<file path="config.mk">
export PLATFORM = sky130hd
export DESIGN_NAME = led_row_shifter_flat
export DESIGN_NICKNAME = d
export VERILOG_FILES = /design/src/rtl/led_row_shifter_if.sv /design/src/rtl/led_row_shifter.sv /design/src/flat_wrapper.sv
export SDC_FILE = /design/constraint.sdc
export NUM_CORES = 1
export LEC_CHECK = 0
export CAP_MARGIN = 25
export CORE_ASPECT_RATIO = 1.75
export CORE_MARGIN = 1
export CORE_UTILIZATION = 36
export CTS_CLUSTER_DIAMETER = 50
export CTS_CLUSTER_SIZE = 20
export DETAILED_ROUTE_END_ITERATION = 7
export GPL_TIMING_DRIVEN = 0
export PLACE_DENSITY = 0.78
export SYNTH_ARGS = -nofsm -noshare
export SYNTH_HDL_FRONTEND = slang
export SYNTH_SLANG_ARGS = --single-unit
</file>
<file path="constraint.sdc">
create_clock -name clk -period 2.7 [get_ports clk]
set_input_delay 0.81 -clock clk [delete_from_list [all_inputs] [get_ports clk]]
set_output_delay 0.81 -clock clk [all_outputs]
set_load 0.02 [all_outputs]
</file>
<file path="src/rtl/led_row_shifter_if.sv">
// Sequencer / frame-buffer / panel-pin bundle for led_row_shifter.
// test_mode exists only when LED_SHIFTER_TEST_PATTERN_EN is defined.
interface led_row_shifter_if #(
  parameter int DATA_WIDTH      = 8,
  parameter int COL_BITS        = 6,
  parameter int ROW_BITS        = 4,
  parameter int SCAN_VAL_LENGTH = 5
);
  logic                         latch_pts;
  logic                         sr_enable;
  logic [SCAN_VAL_LENGTH-1:0]   scan_val;
  logic [DATA_WIDTH-1:0]        current_bcm_bit;
  logic                         shift_reg_empty;
  logic [ROW_BITS+COL_BITS-1:0] fb_addr;
  logic                         fb_rd_en;
  logic [6*DATA_WIDTH-1:0]      fb_rdata;
  logic                         r0, g0, b0, r1, g1, b1;
`ifdef LED_SHIFTER_TEST_PATTERN_EN
  logic                         test_mode;

  modport master (
    output latch_pts, sr_enable, scan_val, current_bcm_bit, fb_rdata, test_mode,
    input  shift_reg_empty, fb_addr, fb_rd_en, r0, g0, b0, r1, g1, b1
  );
  modport slave (
    input  latch_pts, sr_enable, scan_val, current_bcm_bit, fb_rdata, test_mode,
    output shift_reg_empty, fb_addr, fb_rd_en, r0, g0, b0, r1, g1, b1
  );
`else
  modport master (
    output latch_pts, sr_enable, scan_val, current_bcm_bit, fb_rdata,
    input  shift_reg_empty, fb_addr, fb_rd_en, r0, g0, b0, r1, g1, b1
  );
  modport slave (
    input  latch_pts, sr_enable, scan_val, current_bcm_bit, fb_rdata,
    output shift_reg_empty, fb_addr, fb_rd_en, r0, g0, b0, r1, g1, b1
  );
`endif
endinterface

</file>
<file path="src/rtl/led_row_shifter.sv">
// LED matrix row serializer: streams one column pair per cycle from a 1-cycle-latency frame buffer.
// Optional LED_SHIFTER_TEST_PATTERN_EN adds test_mode, replacing RAM data with a generated pattern.
module led_row_shifter #(
  parameter int MATRIX_WIDTH    = 64,
  parameter int MATRIX_HEIGHT   = 32,
  parameter int DATA_WIDTH      = 8,
  parameter int COL_BITS        = 6,
  parameter int ROW_BITS        = 4,
  parameter int SCAN_VAL_LENGTH = 5
) (
  input  logic             clk,
  input  logic             n_rst,
  led_row_shifter_if.slave bus
);

  localparam logic [COL_BITS-1:0] LAST_COL = COL_BITS'(MATRIX_WIDTH - 1);

  typedef enum logic {IDLE, SHIFT} state_t;

  state_t                  state, state_nxt;
  logic [COL_BITS-1:0]     col_cnt, col_nxt;
  logic [ROW_BITS-1:0]     row_q;
  logic [DATA_WIDTH-1:0]   bit_q;

  logic                    latch_go;
  logic                    col_last;
  logic                    tp_on;
  logic                    rd_raw;
  logic [ROW_BITS-1:0]     row_in;
  logic [ROW_BITS-1:0]     addr_row;
  logic [COL_BITS-1:0]     addr_col;
  logic [6*DATA_WIDTH-1:0] pix;

  // Selected BCM bit of one channel; an index past the channel width yields 0.
  function automatic logic pick_bit(input logic [DATA_WIDTH-1:0] chan,
                                    input logic [DATA_WIDTH-1:0] idx);
    return |(chan & (DATA_WIDTH'(1) << idx));
  endfunction

  // Row pair wraps within the top half; for a power-of-two height this is the low ROW_BITS.
  assign row_in   = ROW_BITS'(bus.scan_val % SCAN_VAL_LENGTH'(MATRIX_HEIGHT / 2));
  assign latch_go = bus.latch_pts & n_rst;
  assign col_last = (state == SHIFT) && (col_cnt == LAST_COL);

`ifdef LED_SHIFTER_TEST_PATTERN_EN
  logic [DATA_WIDTH-1:0] pat_r, pat_g0, pat_g1, pat_b;

  assign tp_on  = bus.test_mode;
  assign pat_r  = DATA_WIDTH'(int'(col_cnt) * 4);
  assign pat_g0 = DATA_WIDTH'(int'(row_q) * 16);
  assign pat_g1 = DATA_WIDTH'((int'(row_q) + 8) * 16);
  assign pat_b  = DATA_WIDTH'(8'hFF);
  assign pix    = tp_on ? {pat_b, pat_g1, pat_r, pat_b, pat_g0, pat_r} : bus.fb_rdata;
`else
  assign tp_on  = 1'b0;
  assign pix    = bus.fb_rdata;
`endif

  always_ff @(posedge clk or negedge n_rst) begin
    if (!n_rst) begin
      state   <= IDLE;
      col_cnt <= '0;
      row_q   <= '0;
      bit_q   <= '0;
    end else begin
      state   <= state_nxt;
      col_cnt <= col_nxt;
      if (latch_go) begin
        row_q <= row_in;
        bit_q <= bus.current_bcm_bit;
      end
    end
  end

  // A stall re-reads the current column so fb_rdata stays valid for it next cycle.
  always_comb begin
    state_nxt = state;
    col_nxt   = col_cnt;
    addr_row  = row_q;
    addr_col  = col_cnt;
    rd_raw    = 1'b0;
    if (latch_go) begin
      state_nxt = SHIFT;
      col_nxt   = '0;
      addr_row  = row_in;
      addr_col  = '0;
      rd_raw    = 1'b1;
    end else if (state == SHIFT) begin
      rd_raw = 1'b1;
      if (bus.sr_enable) begin
        col_nxt = col_cnt + 1'b1;
        if (col_last) begin
          state_nxt = IDLE;
          rd_raw    = 1'b0;
        end else begin
          addr_col = col_cnt + 1'b1;
        end
      end
    end
  end

  always_comb begin
    bus.fb_addr         = {addr_row, addr_col};
    bus.fb_rd_en        = rd_raw & ~tp_on;
    bus.shift_reg_empty = (state == IDLE) || (col_last && bus.sr_enable);
    bus.r0 = 1'b0;
    bus.g0 = 1'b0;
    bus.b0 = 1'b0;
    bus.r1 = 1'b0;
    bus.g1 = 1'b0;
    bus.b1 = 1'b0;
    if (state == SHIFT) begin
      bus.r0 = pick_bit(pix[0*DATA_WIDTH +: DATA_WIDTH], bit_q);
      bus.g0 = pick_bit(pix[1*DATA_WIDTH +: DATA_WIDTH], bit_q);
      bus.b0 = pick_bit(pix[2*DATA_WIDTH +: DATA_WIDTH], bit_q);
      bus.r1 = pick_bit(pix[3*DATA_WIDTH +: DATA_WIDTH], bit_q);
      bus.g1 = pick_bit(pix[4*DATA_WIDTH +: DATA_WIDTH], bit_q);
      bus.b1 = pick_bit(pix[5*DATA_WIDTH +: DATA_WIDTH], bit_q);
    end
  end

endmodule

</file>
<file path="src/flat_wrapper.sv">
// flat-port wrapper written by rule: the top's interface ports become plain ports
module led_row_shifter_flat 
#(
  parameter int MATRIX_WIDTH    = 64,
  parameter int MATRIX_HEIGHT   = 32,
  parameter int DATA_WIDTH      = 8,
  parameter int COL_BITS        = 6,
  parameter int ROW_BITS        = 4,
  parameter int SCAN_VAL_LENGTH = 5
)
  (clk, n_rst, bus_latch_pts, bus_sr_enable, bus_scan_val, bus_current_bcm_bit, bus_fb_rdata, bus_shift_reg_empty, bus_fb_addr, bus_fb_rd_en, bus_r0, bus_g0, bus_b0, bus_r1, bus_g1, bus_b1);
  led_row_shifter_if #(.DATA_WIDTH(DATA_WIDTH), .COL_BITS(COL_BITS), .ROW_BITS(ROW_BITS), .SCAN_VAL_LENGTH(SCAN_VAL_LENGTH)) bus_i ();
  input  logic clk;
  input  logic n_rst;
  input wire logic [$bits(bus_i.latch_pts)-1:0] bus_latch_pts;
  input wire logic [$bits(bus_i.sr_enable)-1:0] bus_sr_enable;
  input wire logic [$bits(bus_i.scan_val)-1:0] bus_scan_val;
  input wire logic [$bits(bus_i.current_bcm_bit)-1:0] bus_current_bcm_bit;
  input wire logic [$bits(bus_i.fb_rdata)-1:0] bus_fb_rdata;
  output wire logic [$bits(bus_i.shift_reg_empty)-1:0] bus_shift_reg_empty;
  output wire logic [$bits(bus_i.fb_addr)-1:0] bus_fb_addr;
  output wire logic [$bits(bus_i.fb_rd_en)-1:0] bus_fb_rd_en;
  output wire logic [$bits(bus_i.r0)-1:0] bus_r0;
  output wire logic [$bits(bus_i.g0)-1:0] bus_g0;
  output wire logic [$bits(bus_i.b0)-1:0] bus_b0;
  output wire logic [$bits(bus_i.r1)-1:0] bus_r1;
  output wire logic [$bits(bus_i.g1)-1:0] bus_g1;
  output wire logic [$bits(bus_i.b1)-1:0] bus_b1;
  assign bus_i.latch_pts = bus_latch_pts;
  assign bus_i.sr_enable = bus_sr_enable;
  assign bus_i.scan_val = bus_scan_val;
  assign bus_i.current_bcm_bit = bus_current_bcm_bit;
  assign bus_i.fb_rdata = bus_fb_rdata;
  assign bus_shift_reg_empty = bus_i.shift_reg_empty;
  assign bus_fb_addr = bus_i.fb_addr;
  assign bus_fb_rd_en = bus_i.fb_rd_en;
  assign bus_r0 = bus_i.r0;
  assign bus_g0 = bus_i.g0;
  assign bus_b0 = bus_i.b0;
  assign bus_r1 = bus_i.r1;
  assign bus_g1 = bus_i.g1;
  assign bus_b1 = bus_i.b1;
  led_row_shifter #(.MATRIX_WIDTH(MATRIX_WIDTH), .MATRIX_HEIGHT(MATRIX_HEIGHT), .DATA_WIDTH(DATA_WIDTH), .COL_BITS(COL_BITS), .ROW_BITS(ROW_BITS), .SCAN_VAL_LENGTH(SCAN_VAL_LENGTH)) u_core (.clk(clk), .n_rst(n_rst), .bus(bus_i));
endmodule
</file>
==> flow_summary.html <==
<table>
<tr><th>Metric</th><th>Value</th></tr>
<tr><th colspan="2">Floorplan</th></tr>
<tr><td>Die ar.</td><td>3820 um2</td></tr>
<tr><td>Floorplan row count</td><td>28</td></tr>
<tr><td>Die span in y</td><td>around 81 um</td></tr>
<tr><td>Std-Cell Core Area</td><td>3400 um2</td></tr>
<tr><td>Boundary Pins</td><td>83</td></tr>
<tr><td>Die X</td><td>between 40 and 50 um</td></tr>
<tr><td>Starting density of the core</td><td>0.378</td></tr>
<tr><th colspan="2">Critical path</th></tr>
<tr><td>Kind of launch point of the worst setup path</td><td>input pin</td></tr>
<tr><td>Cell class contributing the biggest share of worst-path delay</td><td>compound AO/OA/AOI/OAI gates</td></tr>
<tr><td>Destination of the critical timing path</td><td>bus_b1</td></tr>
<tr><td>Critical path capture point type</td><td>primary output</td></tr>
<tr><td>Worst path bufs/invs</td><td>2</td></tr>
<tr><td>Type of the worst setup path</td><td>in -&gt; out</td></tr>
<tr><td>CP Max Fanout</td><td>1</td></tr>
<tr><td>List of cells traversed by the critical path</td><td>buf_6 -&gt; mux2_4 -&gt; a221o_1 -&gt; a222oi_1 -&gt; nor2_1 -&gt; buf_4</td></tr>
<tr><td>Worst reg2reg startpoint</td><td>u_core.col_cnt[0]</td></tr>
<tr><td>CP Data Required Time</td><td>1.89 ns</td></tr>
<tr><td>Critical Path Source</td><td>bus_fb_rdata[42]</td></tr>
<tr><td>Slowest Stage Delay on Critical Path</td><td>about 0.31 ns</td></tr>
<tr><td>WP depth</td><td>6</td></tr>
<tr><td>Critical R2R Capture</td><td>u_core.col_cnt[4]</td></tr>
<tr><td>Cell type of the slowest stage on the worst timing path</td><td>a222oi_1</td></tr>
<tr><td>Crit path DAT</td><td>2.00 ns</td></tr>
<tr><td>Reg2reg setup slack</td><td>1.18 ns</td></tr>
<tr><td>Logic depth of the worst register-to-register path</td><td>6</td></tr>
<tr><th colspan="2">Global routing</th></tr>
<tr><td>GR Util met3</td><td>0.0489</td></tr>
<tr><td>Vias in the first global route</td><td>between 1500 and 2000</td></tr>
<tr><td>Met2 Resource Use GR</td><td>0.497</td></tr>
<tr><td>Maximum number of pins on one net before global-route repair</td><td>22</td></tr>
<tr><td>Met1 layer usage reported by global route</td><td>0.182</td></tr>
<tr><td>Number of antenna violations at the first check in global routing</td><td>0</td></tr>
<tr><td>Global-route usage over all layers</td><td>0.233</td></tr>
<tr><td>Most heavily used metal layer in global routing</td><td>met2</td></tr>
<tr><td>Gr ovfl total</td><td>0</td></tr>
<tr><td>Wire length of the first global-routing pass</td><td>about 6400 um</td></tr>
<tr><th colspan="2">Power</th></tr>
<tr><td>Relative contribution of the clock network to total power</td><td>0.194</td></tr>
<tr><td>Power Dens Cells</td><td>about 440 nW/um2</td></tr>
<tr><td>Comb power frac</td><td>0.444</td></tr>
<tr><td>Share of power burned in registers</td><td>0.361</td></tr>
<tr><td>Leakage dissipation</td><td>approximately 0.0012 uW</td></tr>
<tr><td>Internal Dissipation</td><td>about 680 uW</td></tr>
<tr><td>Switching Power</td><td>about 360 uW</td></tr>
<tr><td>Proportion of total power due to net switching</td><td>0.346</td></tr>
<tr><td>Maximum vdd drop</td><td>around 0.00038 V</td></tr>
<tr><th colspan="2">Synthesis</th></tr>
<tr><td>Area share of xor/xnor cells in the synthesized design</td><td>0.0409</td></tr>
<tr><td>Seq/Total Area, Yosys</td><td>0.370</td></tr>
<tr><td>Synthesized netlist cell count</td><td>153</td></tr>
<tr><td>YS warnings</td><td>0</td></tr>
<tr><td>Share of flip-flops with an asynchronous set or reset after synthesis</td><td>1.00</td></tr>
<tr><td>Post-synthesis mux area share</td><td>0.116</td></tr>
<tr><td>Share of the synthesized area in compound gates (AO/OA/AOI/OAI)</td><td>0.173</td></tr>
<tr><td>Post-synth net total</td><td>between 200 and 250</td></tr>
<tr><td>Top flip-flop cell by instance count after synthesis</td><td>dfrtp_1</td></tr>
<tr><td>Share of synthesized cell area in full adder, half adder and majority cells</td><td>0.00974</td></tr>
<tr><td>Count of different cell masters after synthesis</td><td>29</td></tr>
<tr><td>Syn Area/Cell</td><td>approximately 8.4 um2</td></tr>
<tr><td>Number of flops mapped to enable cells by yosys</td><td>0</td></tr>
<tr><td>Main combinational cell family by area after synthesis</td><td>simple AND/OR/NAND/NOR gates</td></tr>
<tr><td>Synthesized-area fraction occupied by and/or/nand/nor cells</td><td>0.257</td></tr>
<tr><td>Cell Area, Synth</td><td>1280 um2</td></tr>
<tr><td>Register bit total from synthesis</td><td>19</td></tr>
<tr><th colspan="2">Clock network</th></tr>
<tr><td>Maximum buffer depth of the clock tree</td><td>2</td></tr>
<tr><td>TritonCTS clock tree</td><td>built</td></tr>
<tr><td>Root cell of the clock tree</td><td>clkbuf_8</td></tr>
<tr><td>Clock latency reported for the late side of the worst-skew pair</td><td>around 0.26 ns</td></tr>
<tr><td>Deepest level of the CTS H-tree</td><td>1</td></tr>
<tr><td>Number of buffers created by CTS</td><td>3</td></tr>
<tr><td>Count of clock tree sinks</td><td>19</td></tr>
<tr><td>Clock transition time at the flip-flop clock pins of the worst setup and hold paths</td><td>~0.070 ns</td></tr>
<tr><th colspan="2">Timing</th></tr>
<tr><td>Remaining max-slew budget at the tightest pin</td><td>0.703</td></tr>
<tr><td>Sum of negative setup slack</td><td>-0.491 ns</td></tr>
<tr><td>Final cycle utilization of the critical path</td><td>1.04</td></tr>
<tr><td>PnR worst setup slack</td><td>-0.110 ns</td></tr>
<tr><td>RSZ-0062 raised after global routing</td><td>yes</td></tr>
<tr><td>Fmax</td><td>roughly 360 MHz</td></tr>
<tr><td>Hold violation total from the final report</td><td>0</td></tr>
<tr><td>Tightest Pin Transition</td><td>around 0.44 ns</td></tr>
<tr><td>Slew Viols, Final</td><td>0</td></tr>
<tr><td>Final worst hold slack</td><td>~0.42 ns</td></tr>
<tr><td>Final critical delay including setup and external delays</td><td>between 2 and 3 ns</td></tr>
<tr><td>Count of endpoints failing setup in the final report</td><td>6</td></tr>
<tr><td>Final setup skew</td><td>between 0.004 and 0.005 ns</td></tr>
<tr><th colspan="2">Run status</th></tr>
<tr><td>Failing checks</td><td>setup timing</td></tr>
<tr><td>Outcome</td><td>finished, violations left</td></tr>
<tr><th colspan="2">Routing</th></tr>
<tr><td>Vias</td><td>around 1500</td></tr>
<tr><td>Count of nets left with antenna violations after detail routing</td><td>0</td></tr>
<tr><td>Routed wirelength normalized by instance count</td><td>roughly 15 um</td></tr>
<tr><td>Detailed router's first-iteration violation count</td><td>between 40 and 50</td></tr>
<tr><td>Detailed-route DRC error count</td><td>0</td></tr>
<tr><td>Vias per inst</td><td>5.22</td></tr>
<tr><td>Number of search-and-repair iterations in the first detailed-routing pass</td><td>4</td></tr>
<tr><td>Overall routed net length</td><td>around 4400 um</td></tr>
<tr><th colspan="2">Hold path</th></tr>
<tr><td>Worst min-delay path category</td><td>in -&gt; async</td></tr>
<tr><th colspan="2">Final layout</th></tr>
<tr><td>Utilization after layout</td><td>0.690</td></tr>
<tr><td>Synth-to-layout area growth</td><td>82.4%</td></tr>
<tr><td># fillers</td><td>roughly 300</td></tr>
<tr><td>Number of antenna repair diodes</td><td>0</td></tr>
<tr><td>Ratio of cells with drive above 1 in the final layout</td><td>0.265</td></tr>
<tr><td>Most used cells in the layout excluding fill and tap cells</td><td>nand2_1, clkdlybuf4s50_1, buf_4, dfrtp_1, nor2_1</td></tr>
<tr><td>Leading cell type in the layout, fill and taps excluded</td><td>nand2_1</td></tr>
<tr><td>Layout Nets</td><td>roughly 320</td></tr>
<tr><th colspan="2">Flow run</th></tr>
<tr><td>Max-cap viol count</td><td>0</td></tr>
<tr><th colspan="2">Placement</th></tr>
<tr><td>Weighted congestion reported at the end of routability-driven placement</td><td>0.764</td></tr>
<tr><td>Detailed-placement wirelength estimate</td><td>3330 um</td></tr>
<tr><td>Post-placement setup slack</td><td>-1.60 ns</td></tr>
<tr><td>IO buf count</td><td>between 80 and 90</td></tr>
</table>
[power by group through the flow]
stage / clock [uW] / sequential (uW) / combinational (uW)
2_1_floorplan: 0 / 365 / 250
3_3_place_gp: 0 / 376 / 448
3_5_place_dp: 0 / 378 / 452
4_1_cts: 202 / 372 / 453
5_1_grt: 215 / 380 / 502
6_report: 202 / 376 / 462
[cell families after synthesis]
family / after synthesis
muxes: 13
buffers and inverters: 9
xor gates and xnor gates: 6
adders and majority gates: 1
and+or+nand+nor: 77
AOI/OAI and AO/OA: 28
DFF: 19
[per-layer routing]
| layer | wire length, um | vias up | part of all wire |
|---|---|---|---|
| met2 | 2580 | 69 | 0.58 |
| met5 | 0 | - | 0 |
| met1 | 1410 | 712 | 0.32 |
| li1 | - | 746 | - |
| met4 | 59 | 0 | 0.013 |
| met3 | 392 | 7 | 0.088 |
[cell type report]
class	count	area (um2)	share of cell area
timing repair buffer	92	877	0.374
multi-input combinational	125	806	0.344
sequential	19	477	0.203
buffer	8	77.6	0.0331
tap	45	56.3	0.0240
clock buffer	3	41.3	0.0176
clock inverter	1	5.00	0.00214
inverter	1	3.75	0.00160
[stage by stage]
stage                     cell area (um2)  total power [uW]  instances
after floorplan                      1280               615        153
after global placement               2150               824        279
after detailed placement             2150               830        279
after CTS                            2260              1030        292
after global routing                 2340              1100        294
final                                2340              1040        294
[what timing repair did]
action | CTS | global route
buffers inserted | 9 | 2
endpoints found under the setup margin | 23 | 8
pin swaps | 22 | 21
gates resized for setup | 160 | 27
hold buffers | 0 | 0
[worst min path at each step]
stage	start	end	slack, ns	depth (start not counted)
detailed placement	u_core.bit_q[5]	u_core.bit_q[5]	0.45	2
floorplan	u_core.bit_q[5]	u_core.bit_q[5]	0.44	2
global route	n_rst	u_core.row_q[0]	0.43	1
CTS	n_rst	u_core.row_q[1]	0.43	1
finish	n_rst	u_core.state	0.42	1
global placement	u_core.bit_q[5]	u_core.bit_q[5]	0.45	2
[flip-flops by register name, summed over array words and instances (netlist names)]
register / count
u_core.row_q: 4
u_core.bit_q: 8
u_core.col_cnt: 6
u_core.state: 1
[cells in the mapped netlist, types with 2 or more instances]
| library cell | instances | area (um2) |
|---|---|---|
| clkbuf_1 | 6 | 22.5 |
| mux2_4 | 3 | 45.0 |
| mux2i_1 | 7 | 70.1 |
| a31oi_1 | 3 | 18.8 |
| dfrtp_1 | 19 | 475 |
| nor2_1 | 16 | 60.1 |
| nand3_1 | 10 | 50.1 |
| a21oi_1 | 2 | 10.0 |
| a222oi_1 | 6 | 60.1 |
| and3_1 | 3 | 18.8 |
| mux2_2 | 3 | 33.8 |
| xnor2_1 | 4 | 35.0 |
| nand2_1 | 41 | 154 |
| a221o_1 | 6 | 60.1 |
| o211ai_1 | 6 | 45.0 |
| o21ai_0 | 4 | 20.0 |
| xor2_1 | 2 | 17.5 |
Power figures use the tool's default switching activity.
==> variant 1: new RTL, same flow settings <==
`DATA_WIDTH` is set to 8 in 3 places; all go to 10.
--- a/src/rtl/led_row_shifter_if.sv
+++ b/src/rtl/led_row_shifter_if.sv
@@ -2,5 +2,5 @@
 // test_mode exists only when LED_SHIFTER_TEST_PATTERN_EN is defined.
 interface led_row_shifter_if #(
-  parameter int DATA_WIDTH      = 8,
+  parameter int DATA_WIDTH      = 10,
   parameter int COL_BITS        = 6,
   parameter int ROW_BITS        = 4,
--- a/src/rtl/led_row_shifter.sv
+++ b/src/rtl/led_row_shifter.sv
@@ -4,5 +4,5 @@
   parameter int MATRIX_WIDTH    = 64,
   parameter int MATRIX_HEIGHT   = 32,
-  parameter int DATA_WIDTH      = 8,
+  parameter int DATA_WIDTH      = 10,
   parameter int COL_BITS        = 6,
   parameter int ROW_BITS        = 4,
--- a/src/flat_wrapper.sv
+++ b/src/flat_wrapper.sv
@@ -4,5 +4,5 @@
   parameter int MATRIX_WIDTH    = 64,
   parameter int MATRIX_HEIGHT   = 32,
-  parameter int DATA_WIDTH      = 8,
+  parameter int DATA_WIDTH      = 10,
   parameter int COL_BITS        = 6,
   parameter int ROW_BITS        = 4,
Ports: changed (resized bus_current_bcm_bit and bus_fb_rdata); port bits go from 83 to 97. The function was not compared with the original's and may differ.
==> variant 1 against the original RTL <==
- power grew 8.6%
- worst setup slack improved by 0.11 ns
- final cell count rose by 19%
- sequential cell count is 2 higher
- wire length is 18% higher
- global-route usage down 1.4 points
- design area rose by 21%
- area after synthesis is 27% higher
- highest routed layer unchanged
==> variant 1: results (changes against the original RTL) <==
run_status:
  status: "finished, final reports clean"
clock_network:
  cts_made_buffers: 3  # unchanged
  cts.path.max_buffers: 2  # unchanged
  root_buffer: "clkbuf_8"
  htree_levels: 1  # unchanged
  clk_latency_ns: 0.27
  clk_pin_slew_ns: 0.08
global_routing:
  grt_pass1_wl_um: 7920  # +24%
  grtUsageTotal: 0.219  # -0.0143
  antenna_found_initial: 0  # unchanged
  grt_max_degree: 24  # +9.1%
placed_design:
  port-buffer-count: 95  # +17%
  routabilityCongestion: 0.853  # +12%
  pre_cts_ws_ns: -1.69  # -0.0891 ns
  dpl.hpwl_um: 3990  # +20%
finish:
  drive_gt1_frac: 0.268  # +0.00250
  top_regs: "u_core.bit_q: 10 flops, u_core.col_cnt: 6 flops, u_core.row_q: 4 flops"
  num_antenna_cells: 0  # unchanged
  fin_nets: 380  # +20%
routing:
  wire_per_inst_um: 15.0  # -0.55%
  drt_iter0_markers: 53  # +10%
  drt-pass1-iter-count: 4  # unchanged
  vias: 1824  # +19%
critical_path:
  cp.arrival_ns: 1.89  # -0.11 ns
  critPathMaxFanout: 7  # +6
  crit_slowest_cell: "dfrtp_1"
  slowest_delay_ns: 0.38  # +0.07 ns
logic_synthesis:
  synth_fp_nets: 274  # +25%
  synth.distinct_cells: 39  # +34%
  synthTopCellsByArea: "dfrtp_1 (32%), nand2_1 (13%), mux2i_1 (8.0%)"
  synthFlopType: "dfrtp_1"
  synthTopCellsByCount: "nand2_1 (55), dfrtp_1 (21), mux2i_1 (13)"
  yosysSeqAreaShare: 0.321  # -0.0487
  ys_async_sr_fraction: 1.00  # unchanged
  yosys_warnings: 0  # unchanged
worst_hold_path:
  min_path_type: "input port to async pin"
sta:
  worst_pin_slew_ns: 0.352  # -0.0917 ns
  fin_worst_skew_ns: 0.00840  # +0.00398 ns
  min_period_ns: 2.70  # -0.110 ns
power_and_ir_drop:
  p_switching_uw: 388  # +7.7%
  vdd_drop_max_mv: 0.474  # +23%
  p_leak_nw: 1.38  # +14%
[variant 1: area by class of cell]
class                   instances  area [um2]
fillers                       374        1540
multi-input cells             161        1130
repair buffers                101         940
flip-flops and latches         21         526
plain buffers                  11         116
well taps                      51        63.8
clock buffers                   3        41.3
clock inverters                 1        5.00
inverters                       1        3.75
[variant 1: worst paths after layout]
path                                    from           endpoint  slack, ns  cells after the start
setup / recovery             u_core.bit_q[2]             bus_g0     0.0004                      7
hold / removal                         n_rst    u_core.row_q[2]       0.37                      1
setup reg to reg           u_core.col_cnt[0]  u_core.col_cnt[4]       1.26                      5
hold reg to reg              u_core.row_q[2]    u_core.row_q[2]       0.48                      2
max in group asynchronous              n_rst  u_core.col_cnt[4]       2.13                      1
min in group clk             u_core.row_q[2]    u_core.row_q[2]       0.48                      2
[variant 1: kinds of logic after synthesis]
logic type	count (synthesis)	share of synthesized area
adder cells (fa/ha/maj)	1	0.00765
flip-flops	21	0.321
multiplexers	23	0.176
XOR/XNOR	6	0.0321
AO/OA/AOI/OAI	27	0.114
buffers and inverters	12	0.0497
AND/OR/NAND/NOR	104	0.299
[variant 1: repair_timing]
action	CTS	global route
setup buffers	3	2
pin swaps	21	16
setup endpoints to repair	28	13
cloned	0	1
resized for setup	177	27
[variant 1: per-layer routing]
metal  up-vias  routed length (um)  track usage
met2        75                2950        0.428
met3        10                 397       0.0436
met4         0                  96       0.0855
met5         -                   0            0
li1        893                   -            -
met1       846                1820        0.201
[variant 1: critical path, delay by kind of cell, from the launching register on]
family	cells	cell delay (ns)
and+or+nand+nor	2	0.46
AOI/OAI and AO/OA	2	0.32
DFF	1	0.38
buffers and inverters	3	0.46
[variant 1: power groups by stage]
stage / logic [mW] / registers [mW] / clock network (mW)
after global routing: 0.568 / 0.409 / 0.224
after global placement: 0.500 / 0.402 / 0
after CTS: 0.506 / 0.400 / 0.211
after floorplan: 0.285 / 0.392 / 0
after detailed placement: 0.505 / 0.405 / 0
final: 0.520 / 0.403 / 0.207
[variant 1: through the flow]
step                      instances  utilization  hold slack (ns)  area [um2]
after floorplan                 194            -            0.446        1640
after global placement          340        0.607            0.456        2650
after detailed placement        340        0.607            0.458        2650
after CTS                       347        0.631            0.378        2760
after global routing            350        0.647            0.378        2830
final                           350        0.647            0.371        2830
==> variant 2: new RTL, same settings <==
Without the edit above. Make the reset (`n_rst`) synchronous in one clocked block.
--- a/src/rtl/led_row_shifter.sv
+++ b/src/rtl/led_row_shifter.sv
@@ -57,5 +57,5 @@
 `endif
 
-  always_ff @(posedge clk or negedge n_rst) begin
+  always_ff @(posedge clk) begin
     if (!n_rst) begin
       state   <= IDLE;
Behaviour: differs if n_rst is asserted again (counterexample within 4 cycles, from zero or initial values and one cycle with n_rst low); with n_rst held inactive, the same outputs for 10 cycles.
==> variant 2 against the original RTL <==
- sequential cell count did not move
- power down 28%
- worst setup slack better by 0.11 ns
- wire length rose by 0.99%
- critical endpoint is now bus_g1
- design area grew 1.9%
- area after synthesis rose by 9.7%
- hold slack better by 0.078 ns
==> variant 2: results (changes against the original RTL) <==
logic_synthesis:
  synth_fp_nets: 244  # +11%
  yosysSeqAreaShare: 0.270  # -0.100
  synthTopCellsByCount: "nand2_1 (27), dfxtp_1 (19), mux2i_1 (15)"
  synth.distinct_cells: 34  # +17%
  ys_async_sr_fraction: 0  # -1.00
  synthCells: 178  # +16%
  synthTopCellsByArea: "dfxtp_1 (27%), mux2i_1 (11%), nand2_1 (7.2%)"
routing:
  vias: 1620  # +5.6%
  wire_per_inst_um: 14.4  # -4.8%
  wl_um: 4490  # +0.99%
  drt_iter0_markers: 27  # -44%
placed_design:
  pre_cts_ws_ns: -0.780  # +0.818 ns
  routabilityCongestion: 0.856  # +12%
  dp.cells: 305  # +9.3%
  dpl.hpwl_um: 3360  # +0.75%
power_and_ir_drop:
  p_leak_nw: 1.02  # -16%
  total_power_uw: 753  # -28%
critical_path:
  rr_endpoint: "u_core.state"
  r2r_slack_ns: 1.20  # +0.02 ns
  cp-endpoint: "bus_g1"
sta:
  fin_worst_skew_ns: 0.000636  # -0.00378 ns
  max_freq_mhz: 371  # +4.3%
  finalSetupTns_ns: 0  # +0.491 ns
  max-slew-margin-rel: 0.749  # +0.0460
run_status:
  status: "finished, final reports clean"
worst_hold_path:
  min_path_type: "flop to flop"
global_routing:
  grtUsageTotal: 0.219  # -0.0134
finish:
  drive_gt1_frac: 0.237  # -0.0282
[variant 2: cell families after synthesis]
family	synth area share
AOI/OAI and AO/OA	0.220
xor gates and xnor gates	0.0373
adders and majority gates	0.00887
buffers and inverters	0.0781
DFF	0.270
muxes	0.106
and+or+nand+nor	0.280
[variant 2: metal layers]
metal	up-vias	share of wire	track usage
met1	733	0.39	0.221
met5	-	0	0
met3	9	0.058	0.0380
met2	68	0.53	0.415
met4	0	0.023	0.110
li1	810	-	-
[variant 2: area by class of cell]
| type | count | area, um2 |
|---|---|---|
| Inverter | 10 | 37.5 |
| Fill cell | 336 | 1310 |
| Buffer | 12 | 85.1 |
| Multi-Input combinational cell | 137 | 1010 |
| Clock inverter | 1 | 5.00 |
| Clock buffer | 3 | 41.3 |
| Tap cell | 46 | 57.6 |
| Sequential cell | 19 | 383 |
| Timing Repair Buffer | 84 | 764 |
